**config.mk**
```make
export PLATFORM = sky130hd
export DESIGN_NAME = fp_op_arbiter
export DESIGN_NICKNAME = d
export VERILOG_FILES = /design/src/rtl/fp_op_arbiter.sv
export SDC_FILE = /design/constraint.sdc
export NUM_CORES = 1
export LEC_CHECK = 0
export CAP_MARGIN = 0
export CORE_AREA = 4 4 303 305
export CTS_BUF_LIST = sky130_fd_sc_hd__clkbuf_2 sky130_fd_sc_hd__clkbuf_4 sky130_fd_sc_hd__clkbuf_8
export CTS_CLUSTER_DIAMETER = 80
export DETAILED_ROUTE_END_ITERATION = 7
export DIE_AREA = 0 0 307 309
export PLACE_DENSITY = 0.43
export SLEW_MARGIN = 20
export SYNTH_ARGS = -nofsm -noshare
export SYNTH_HDL_FRONTEND = slang
export SYNTH_SLANG_ARGS = --single-unit
```
**constraint.sdc**
```tcl
create_clock -name clk -period 15.1 [get_ports clk]
set_input_delay 3.775 -clock clk [delete_from_list [all_inputs] [get_ports clk]]
set_output_delay 3.775 -clock clk [all_outputs]
set_load 0.1 [all_outputs]
```
**src/rtl/fp_op_arbiter.sv**
```systemverilog
// Round-robin arbiter/sequencer sharing one non-pipelined FP operator among N_REQ requesters.
// Optional WAIT-state watchdog is built only when FP_ARB_TIMEOUT_EN is defined.
module fp_op_arbiter #(
    parameter int  N_REQ          = 4,
    parameter int  DBL_WIDTH      = 64,
    parameter int  TIMEOUT_CYCLES = 64,
    localparam int ID_W           = $clog2(N_REQ)
) (
    input  logic                       clk,
    input  logic                       rst,
    input  logic [N_REQ-1:0]           req_valid,
    input  logic [N_REQ*DBL_WIDTH-1:0] req_a,
    input  logic [N_REQ*DBL_WIDTH-1:0] req_b,
    output logic [N_REQ-1:0]           req_ready,
    output logic [N_REQ-1:0]           resp_finish,
    output logic [DBL_WIDTH-1:0]       resp_result,
    output logic                       resp_err,
    output logic                       busy,
    output logic [ID_W-1:0]            grant_id,
    output logic                       op_valid,
    output logic [DBL_WIDTH-1:0]       op_a,
    output logic [DBL_WIDTH-1:0]       op_b,
    input  logic                       op_ready,
    input  logic                       op_finish,
    input  logic [DBL_WIDTH-1:0]       op_result
);

    if (N_REQ < 2 || N_REQ > 8) begin : g_bad_nreq
        $error("fp_op_arbiter: N_REQ must be in 2..8");
    end
    if (TIMEOUT_CYCLES < 2) begin : g_bad_tmo
        $error("fp_op_arbiter: TIMEOUT_CYCLES must be at least 2");
    end

    typedef enum logic [1:0] {ST_IDLE, ST_ISSUE, ST_WAIT} state_t;

    state_t                 state;
    logic [ID_W-1:0]        rr_ptr;
    logic [ID_W-1:0]        win_idx;
    logic [ID_W-1:0]        next_ptr;
    logic                   win_found;
    logic [N_REQ-1:0]       rot_valid;
    logic [DBL_WIDTH-1:0]   win_a;
    logic [DBL_WIDTH-1:0]   win_b;
    int                     scan_idx;

`ifdef FP_ARB_TIMEOUT_EN
    localparam int TMO_W = $clog2(TIMEOUT_CYCLES);
    localparam logic [TMO_W-1:0] TMO_LAST = TMO_W'(TIMEOUT_CYCLES - 1);
    logic [TMO_W-1:0] tmo_cnt;
`else
    assign resp_err = 1'b0;
`endif

    function automatic logic [N_REQ-1:0] id_onehot(input logic [ID_W-1:0] id);
        logic [N_REQ-1:0] oh;
        oh     = '0;
        oh[id] = 1'b1;
        return oh;
    endfunction

    // Rotate so bit 0 is the requester at rr_ptr; the first set bit is the winner.
    always_comb begin
        rot_valid = N_REQ'({req_valid, req_valid} >> rr_ptr);
        win_found = 1'b0;
        win_idx   = '0;
        scan_idx  = 0;
        for (int k = 0; k < N_REQ; k++) begin
            if (!win_found && rot_valid[k]) begin
                win_found = 1'b1;
                scan_idx  = int'(rr_ptr) + k;
                if (scan_idx >= N_REQ) begin
                    scan_idx = scan_idx - N_REQ;
                end
                win_idx = ID_W'(scan_idx);
            end
        end
    end

    always_comb begin
        win_a = '0;
        win_b = '0;
        for (int k = 0; k < N_REQ; k++) begin
            if (win_idx == ID_W'(k)) begin
                win_a = req_a[k*DBL_WIDTH +: DBL_WIDTH];
                win_b = req_b[k*DBL_WIDTH +: DBL_WIDTH];
            end
        end
    end

    assign req_ready = (state == ST_IDLE && win_found && !rst) ? id_onehot(win_idx) : '0;
    assign busy      = (state != ST_IDLE);
    assign next_ptr  = (grant_id == ID_W'(N_REQ - 1)) ? '0 : grant_id + 1'b1;

    always_ff @(posedge clk or posedge rst) begin
        if (rst) begin
            state       <= ST_IDLE;
            rr_ptr      <= '0;
            grant_id    <= '0;
            op_valid    <= 1'b0;
            op_a        <= '0;
            op_b        <= '0;
            resp_finish <= '0;
            resp_result <= '0;
`ifdef FP_ARB_TIMEOUT_EN
            resp_err    <= 1'b0;
            tmo_cnt     <= '0;
`endif
        end else begin
            op_valid    <= 1'b0;
            resp_finish <= '0;
            case (state)
                ST_IDLE: begin
                    if (win_found) begin
                        op_a     <= win_a;
                        op_b     <= win_b;
                        grant_id <= win_idx;
                        state    <= ST_ISSUE;
                    end
                end
                ST_ISSUE: begin
                    if (op_ready) begin
                        op_valid <= 1'b1;
                        state    <= ST_WAIT;
`ifdef FP_ARB_TIMEOUT_EN
                        tmo_cnt  <= '0;
`endif
                    end
                end
                ST_WAIT: begin
                    if (op_finish) begin
                        resp_result <= op_result;
                        resp_finish <= id_onehot(grant_id);
                        rr_ptr      <= next_ptr;
                        state       <= ST_IDLE;
`ifdef FP_ARB_TIMEOUT_EN
                        resp_err    <= 1'b0;
                    end else if (tmo_cnt == TMO_LAST) begin
                        // Watchdog expiry: complete the owner with an error and a zero result.
                        resp_result <= '0;
                        resp_finish <= id_onehot(grant_id);
                        resp_err    <= 1'b1;
                        rr_ptr      <= next_ptr;
                        state       <= ST_IDLE;
                    end else begin
                        tmo_cnt     <= tmo_cnt + 1'b1;
`endif
                    end
                end
                default: state <= ST_IDLE;
            endcase
        end
    end

endmodule

```
==> results of run 1 <==
## sequential cells by signal, summed over array words and instances (netlist names)
register / flops
op_a: 64
op_b: 64
resp_result: 64
resp_finish: 4
grant_id: 2
rr_ptr: 2
state: 2
op_valid: 1
## report_power, final
part / internal, mW / switching [mW] / leakage, nW
logic: 0.969 / 2.83 / 5.47
registers: 0.818 / 0.156 / 2.38
clock network: 0.377 / 0.282 / 0.508
## cell type report
cell class | count | area [um^2]
Clock inverter | 12 | 100
Inverter | 11 | 48.8
Clock buffer | 67 | 847
Multi-Input combinational cell | 703 | 5580
Fill cell | 9576 | 68100
Tap cell | 1176 | 1470
Timing Repair Buffer | 814 | 8070
Antenna cell | 10 | 25.0
Sequential cell | 203 | 5080
## Yosys cell counts (3+ instances only)
master / n / area share (%)
and2_1: 3 / 0.17
mux2i_1: 172 / 15
ha_1: 4 / 0.45
nand2b_1: 3 / 0.17
buf_4: 16 / 1.1
clkbuf_1: 60 / 2.0
and3_1: 84 / 4.7
a2111oi_1: 4 / 0.36
nor2_1: 91 / 3.0
o221ai_1: 44 / 3.4
inv_1: 11 / 0.37
buf_6: 8 / 0.80
a2111oi_0: 80 / 6.3
mux2_2: 65 / 6.5
buf_2: 22 / 0.98
a211oi_2: 5 / 0.56
nand2_1: 50 / 1.7
dfrtp_1: 203 / 45
a211oi_1: 80 / 5.4
## per-layer routing
layer  vias to the layer above  GRT usage (%)  part of all wire [%]
li1                       5450              -                     -
met1                      5676           15.2                    39
met2                       556           23.3                    50
met3                        85           4.15                   8.2
met4                         6           4.07                   2.5
met5                         -              0                 0.070
## path summary, 6_finish.rpt
path	start	endpoint	cells after the start
worst max-delay path	req_valid[1]	req_ready[2]	6
worst min-delay path	op_b[4]	op_b[4]	2
worst max register to register	rr_ptr[1]	op_a[19]	8
worst min register to register	op_b[4]	op_b[4]	2
max in group asynchronous	rst	op_a[50]	3
min in group asynchronous	rst	op_b[36]	2
## worst register-to-register path, cell delays in order, from the launching register on
cell      delay [ps]
dfrtp_1          430
and2_1           190
o221ai_4         130
buf_4            260
and2_4           560
buf_4            700
buf_4           1000
mux2i_1          610
o221ai_1         180
## kinds of logic after synthesis
family          synth area share [%]
compound gates                  16.6
fa+ha+maj                      0.447
buf+inv                         5.37
flops                           45.3
mux                             21.9
other cells                   0.0335
simple gates                    10.3
## layout by cell type (no fill, tap or decap), types with 2 or more instances in the layout
| cell type | synthesis | final |
|---|---|---|
| clkbuf_8 | 0 | 55 |
| clkinv_2 | 0 | 8 |
| mux2_2 | 65 | 65 |
| nor2_1 | 91 | 91 |
| a211oi_2 | 5 | 5 |
| diode_2 | 0 | 10 |
| ha_1 | 4 | 4 |
| dfrtp_1 | 203 | 203 |
| clkdlybuf4s50_1 | 0 | 784 |
| mux2i_1 | 172 | 172 |
| a2111oi_1 | 4 | 6 |
| o21ai_0 | 2 | 2 |
| and3_1 | 84 | 84 |
| nand2b_1 | 3 | 3 |
| a211oi_1 | 80 | 80 |
| nand2_1 | 50 | 48 |
| inv_8 | 0 | 3 |
| inv_1 | 11 | 10 |
| buf_4 | 16 | 29 |
| nor4_1 | 2 | 2 |
| and2_4 | 1 | 3 |
| and4_1 | 2 | 2 |
| o221ai_1 | 44 | 44 |
| clkbuf_4 | 2 | 12 |
| nand2_4 | 0 | 2 |
| a2111oi_0 | 80 | 78 |
## per-stage QoR
step / hold WS (ps) / cells / worst slack [ps]
6_report: 486 / 2996 / 4000
5_1_grt: 515 / 2990 / 3840
4_1_cts: 490 / 2986 / 3940
3_5_place_dp: 477 / 2907 / 3960
2_1_floorplan: 483 / 1025 / 1960
3_3_place_gp: 471 / 2907 / 3960
==> flow_summary.yaml, run 1 <==
timing:
  final-max-slew-violation-count: 0
  period_share_pct: 73.5
  fin_tns_setup_ps: 0
  slew_headroom_pct: 24.4
  fmaxAchievable_mhz: 90.1
  worst_slew_pin_slew_ps: 1130
  final_hold_viol_count: 0
  setup-violations-final: 0
  rsz0062_at_grt: "no"
  finClkSkew_ps: 39.3
  fin_crit_ps: 11100
critical_path:
  critPathCaptureType: "output port"
  crit_slowest_cell: "clkdlybuf4s50_1"
  cp_cell_sequence: "clkdlybuf4s50_1 > or4_4 > and2_4 > buf_4 > and4_1 > clkdlybuf4s50_1"
  startpoint_type: "primary input"
  critPathTopFamily: "buffers and inverters"
  r2r_slack_ps: 10890
  crit_top_cell: "clkdlybuf4s50_1"
  cp.arrival_ps: 7320
  crit_required_ps: 11320
  path_buf_inv: 3
  worst-setup-path-type: "in2out"
  max_stage_delay_ps: 1160
  critPathMaxFanout: 52
synth:
  syn_avg_cell_area_um2: 10.9
  synth.distinct_cells: 35
  synth_flop_cell: "dfrtp_1"
  synth_seq_cells: 203
  synthesis.nets: 1613
  synth_edf_count: 0
  async_reset_ff_share_pct: 100
  synthesis.area_um2: 11200
  yosysSeqAreaShare_pct: 45.3
  synthCells: 1025
  yosysWarnings: 0
grt:
  grt_pass1_wl_um: 92000
  track_usage_pct: 13.1
  first_global_vias: 13100
  grt_overflow_total: 0
  grt_max_degree: 79
  antenna_found_initial: 14
clock_tree:
  root_buffer: "clkbuf_8"
  cts_tree: "done"
  worstSkewPairLatency_ps: 620
  cts.repair.resized: 0
  cts_buffers: 44
  cts_buffer_depth: 3
  ctsHtreeMaxLevel: 2
  cts_sinks: 203
  clk_pin_slew_ps: 50
  holdBufCountCts: 0
  post_cts_buffers: 0
route:
  vias: 11800
  drt-vias-per-instance: 3.93
  drt_iter0_markers: 512
  drtPass1Iterations: 4
  wl_per_cell_um: 22.0
  drc: 0
  ant_nets: 0
  drt_wl_total_um: 66000
final_layout:
  drive_above_1_share_pct: 10.4
  final_util_pct: 23.8
  areaGrowthSynthToFinish_pct: 89.4
  final_area_um2: 21200
  fin_nets: 2365
place:
  dp_hpwl_um: 50900
  gp_congestion: 0.814
  io_buffers: 787
  dpl-instance-area_um2: 20200
die:
  ios: 789
  start_util_pct: 12.5
  die_w_um: 307
  design.core.area_um2: 89300
  rows: 110
  die_area_um2: 94900
  die_h_um: 309
worst_hold_path:
  hp-class: "reg2reg"
pwr:
  peakVddDrop_mv: 0.0880
  fin_total_pwr_mw: 5.43
  power.density_nw_per_um2: 256
  p_leak_nw: 8.36
flow_run:
  maxCapViolCount: 0
status:
  status: "finished, final reports clean"
Power figures use the tool's default switching activity.
==> inputs of run 2 (changes only) <==
- CORE_AREA: 4 4 303 305 -> 4 4 301 303
- DIE_AREA: 0 0 307 309 -> 0 0 305 307
- PLACE_DENSITY: 0.43 -> 0.45
- clock period: 15.1 -> 8.9 ns (I/O delays scaled with it)
==> run 2 against run 1 <==
  * Global-route usage is 0.19 points lower
  * Clock power is 81% higher
  * Largest cell class unchanged
  * Die area is 1.3% lower
==> flow_summary.yaml, run 2 (same netlist as run 1, synthesis figures left out) <==
place:
  dp_hpwl_um: 49300
  io_buffers: 787
  gp_congestion: 0.872
critical_path:
  cp.arrival_ps: 5130
  critPathMaxFanout: 28
  worst-setup-path-type: "in2out"
  critPathCaptureType: "output port"
  startpoint_type: "primary input"
  crit_required_ps: 6680
die:
  rows: 109
  start_util_pct: 12.7
  design.core.area_um2: 88000
  die_h_um: 307
  die_w_um: 305
  die_area_um2: 93600
  ios: 789
clock_tree:
  ctsHtreeMaxLevel: 2
  cts_buffer_depth: 3
  cts.repair.resized: 0
  root_buffer: "clkbuf_8"
  holdBufCountCts: 0
  clk_pin_slew_ps: 50
  cts_buffers: 45
  post_cts_buffers: 0
  worstSkewPairLatency_ps: 610
  cts_tree: "done"
  cts_sinks: 203
timing:
  slew_headroom_pct: 22.9
  fin_crit_ps: 7360
  hold_slack_ps: 487
  worst_slew_pin_slew_ps: 1160
  setup-violations-final: 0
  finClkSkew_ps: 32.5
  period_share_pct: 82.7
  rsz0062_at_grt: "no"
  fin_tns_setup_ps: 0
  final-max-slew-violation-count: 0
  final_hold_viol_count: 0
  fmaxAchievable_mhz: 136
final_layout:
  drive_above_1_share_pct: 10.3
  fin_nets: 2358
  final_common_cell: "clkdlybuf4s50_1"
  final_cell_mix: "782 x clkdlybuf4s50_1, 203 x dfrtp_1, 172 x mux2i_1"
  areaGrowthSynthToFinish_pct: 89.3
  top_regs: "op_a x64, op_b x64, resp_result x64"
grt:
  antenna_found_initial: 5
  first_global_vias: 12900
  track_usage_pct: 12.9
  grt_max_degree: 143
  grt_overflow_total: 0
  grt_pass1_wl_um: 91300
worst_hold_path:
  hp-class: "reg2reg"
flow_run:
  maxCapViolCount: 0
route:
  drtPass1Iterations: 5
  ant_nets: 0
  drt_wl_total_um: 64800
  vias: 11700
  drt_iter0_markers: 570
  wl_per_cell_um: 21.8
  drc: 0
  drt-vias-per-instance: 3.94
pwr:
  p_leak_nw: 8.36
  peakVddDrop_mv: 0.305
  power.density_nw_per_um2: 438
status:
  status: "finished, final reports clean"
## run 2: cell types whose count changed in the layout (fill, tap and decap cells not counted), sizes merged
cell and change:
diode -6, bufinv +1, clkbuf +8, clkdlybuf4s50 -2, buf -6, inv -1, clkinv -7
## run 2: area by class of cell
cell class,count,area [um^2]
fill,9442,66800
clock buffer,75,920
inverter,11,45.0
antenna,4,10.0
sequential,203,5080
clock inverter,5,96.3
tap,1165,1460
multi-input combinational,703,5580
timing repair buffer,806,8020
## run 2: final timing paths
check / start / to / slack (ps) / cells past startpoint
setup / recovery: req_valid[1] / req_ready[0] / 1540 / 6
hold reg to reg: op_b[4] / op_b[4] / 490 / 2
hold / removal: op_b[4] / op_b[4] / 490 / 2
max in group asynchronous: rst / op_a[36] / 5560 / 3
min in group asynchronous: rst / op_b[26] / 2020 / 2
setup reg to reg: rr_ptr[1] / op_a[37] / 4800 / 8
## run 2: per-stage QoR
step / cells / util (%) / setup slack, ps / total power, mW / cell area, um^2
5_1_grt: 2969 / 24.1 / 1420 / 9.71 / 21200
6_report: 2972 / 24.1 / 1540 / 9.29 / 21200
3_5_place_dp: 2888 / 22.9 / 1510 / 8.19 / 20200
3_3_place_gp: 2888 / 22.9 / 1530 / 8.14 / 20200
2_1_floorplan: 1025 / - / 573 / 6.29 / 11200
4_1_cts: 2968 / 24.1 / 1490 / 9.45 / 21200
## run 2: per-layer routing
metal | GRT usage, % | part of all wire, %
met2 | 24.3 | 52
met3 | 4.62 | 8.6
met4 | 3.00 | 2.0
met5 | 0 | 0.020
met1 | 13.9 | 37
## run 2: critical path, stage by stage
cell             delay (ps)
clkdlybuf4s50_1         450
nand2b_1                220
o221ai_4                530
nand2_4                 370
and4_1                  340
clkdlybuf4s50_1         980
## run 2: where the power goes
group          leakage (nW)  total [mW]  switching (mW)  internal [mW]
Sequential             2.38        1.67           0.286           1.39
Combinational          5.44        6.43            4.79           1.63
Clock                 0.538        1.19           0.484          0.709
==> inputs of run 3 (changes only) <==
- clock period: 8.9 -> 6.7 ns (I/O delays scaled with it)
==> run 3 against run 2 <==
  * Total power is 33% higher
  * Sequential cell count unchanged
  * Clock skew barely moved
==> flow_summary.yaml, run 3 (same netlist as run 1, synthesis figures left out) <==
critical_path:
  rr_endpoint: "op_a[63]"
  crit_slowest_cell: "clkdlybuf4s50_1"
  critPathCaptureType: "output port"
  worst-setup-path-type: "in2out"
  crit_required_ps: 5030
  critPathMaxFanout: 23
  worstRegToRegCells: 6
  startpoint_type: "primary input"
  r2r_slack_ps: 2910
  timing.rr.start: "state[1]"
  cp_cell_sequence: "clkdlybuf4s50_1 > nand2b_1 > o221ai_4 > buf_4 > and2_4 > and4_1 > buf_12"
  cp.arrival_ps: 3730
  max_stage_delay_ps: 490
grt:
  antenna_found_initial: 5
  grt_pass1_wl_um: 93100
  track_usage_pct: 13.3
  grt_max_degree: 115
  first_global_vias: 12900
  grt_overflow_total: 0
final_layout:
  final_cells: 2977
  final_cell_mix: "782 x clkdlybuf4s50_1, 203 x dfrtp_1, 172 x mux2i_1"
  fill_cells: 9431
  final_area_um2: 21300
  top_regs: "op_a x64, op_b x64, resp_result x64"
  drive_above_1_share_pct: 10.8
  areaGrowthSynthToFinish_pct: 90.4
  fin_nets: 2366
  final_common_cell: "clkdlybuf4s50_1"
clock_tree:
  cts_buffers: 46
  cts_sinks: 203
  cts_tree: "done"
  worstSkewPairLatency_ps: 610
  post_cts_buffers: 0
  ctsHtreeMaxLevel: 2
  root_buffer: "clkbuf_8"
  holdBufCountCts: 0
  cts.repair.resized: 0
  cts_buffer_depth: 3
  clk_pin_slew_ps: 50
place:
  gp_congestion: 0.876
  dpl-instance-area_um2: 20300
  dp_hpwl_um: 50900
  place_inst: 2895
  io_buffers: 787
timing:
  final-max-slew-violation-count: 0
  period_share_pct: 80.7
  final_hold_viol_count: 0
  slew_headroom_pct: 21.1
  finClkSkew_ps: 32.3
  rsz0062_at_grt: "no"
  fmaxAchievable_mhz: 185
  hold_slack_ps: 487
  worst_slew_pin_slew_ps: 1180
  setup-violations-final: 0
  fin_crit_ps: 5410
route:
  drc: 0
  drt_iter0_markers: 546
  drtPass1Iterations: 5
  vias: 11900
  ant_nets: 0
  drt-vias-per-instance: 4.00
  wl_per_cell_um: 22.3
  drt_wl_total_um: 66300
die:
  start_util_pct: 12.7
  ios: 789
  die_h_um: 307
  rows: 109
  die_w_um: 305
  die_area_um2: 93600
  design.core.area_um2: 88000
status:
  status: "finished, final reports clean"
worst_hold_path:
  min_path_cells: 2
  holdPathEnd: "op_b[13]"
  min_from: "op_b[13]"
  hp-class: "reg2reg"
pwr:
  peakVddDrop_mv: 0.368
  power.density_nw_per_um2: 578
  p_leak_nw: 8.41
  fin_total_pwr_mw: 12.3
flow_run:
  maxCapViolCount: 0
-- run 3: cell types whose count changed in the layout (fill, tap and decap cells not counted), moves of 2 or more --
cell	change
clkbuf_4	-8
diode_2	-3
clkinv_2	+5
a2111oi_0	-3
clkbuf_8	+4
clkinvlp_4	+2
nor4_1	-2
nor4_2	+2
a2111oi_1	+2
buf_12	+6
-- run 3: worst max path at each step --
| stage | slack, ps | startpoint | to | depth (start not counted) |
|---|---|---|---|---|
| final | 1290 | req_valid[1] | req_ready[2] | 7 |
| after global routing | 1170 | req_valid[1] | req_ready[2] | 7 |
| after CTS | 1250 | req_valid[1] | req_ready[2] | 7 |
| after detailed placement | 1270 | req_valid[1] | req_ready[2] | 7 |
| after global placement | 1320 | req_valid[1] | req_ready[2] | 7 |
| after floorplan | -530 | rst | req_ready[0] | 2 |
-- run 3: final cells by class --
type                    count  area [um^2]  share of cell area (%)
repair buffers            813         8150                    38.2
multi-input cells         703         5590                    26.2
flip-flops and latches    203         5080                    23.8
well taps                1165         1460                    6.83
clock buffers              71          915                    4.29
clock inverters            10         97.6                   0.457
inverters                  11         45.0                   0.211
diodes                      1         2.50                  0.0117
-- run 3: per-stage QoR --
step	TNS, ps	util (%)	worst slack, ps
after floorplan	-1050	-	-527
after global placement	0	23.1	1320
after detailed placement	0	23.1	1270
after CTS	0	24.3	1250
after global routing	0	24.3	1170
final	0	24.3	1290
-- run 3: power breakdown --
group / leakage (nW) / internal, mW / switching, mW
sequential: 2.38 / 1.84 / 0.364
clock: 0.532 / 0.908 / 0.646
combinational: 5.50 / 2.20 / 6.38
total: 8.41 / 4.95 / 7.39
-- run 3: critical path: cells and delay by family --
| kind | cells | cell delay, ps |
|---|---|---|
| AND/OR/NAND/NOR | 3 | 690 |
| buffers and inverters | 3 | 980 |
| AO/OA/AOI/OAI | 1 | 360 |
-- run 3: routing by layer --
| layer | vias to the layer above | global-route usage [%] | wire length (um) |
|---|---|---|---|
| met1 | 5860 | 15.6 | 26300 |
| met4 | 4 | 3.34 | 1440 |
| met3 | 89 | 3.86 | 4950 |
| met5 | - | 0 | 27 |
| met2 | 517 | 23.9 | 33600 |
| li1 | 5447 | - | - |
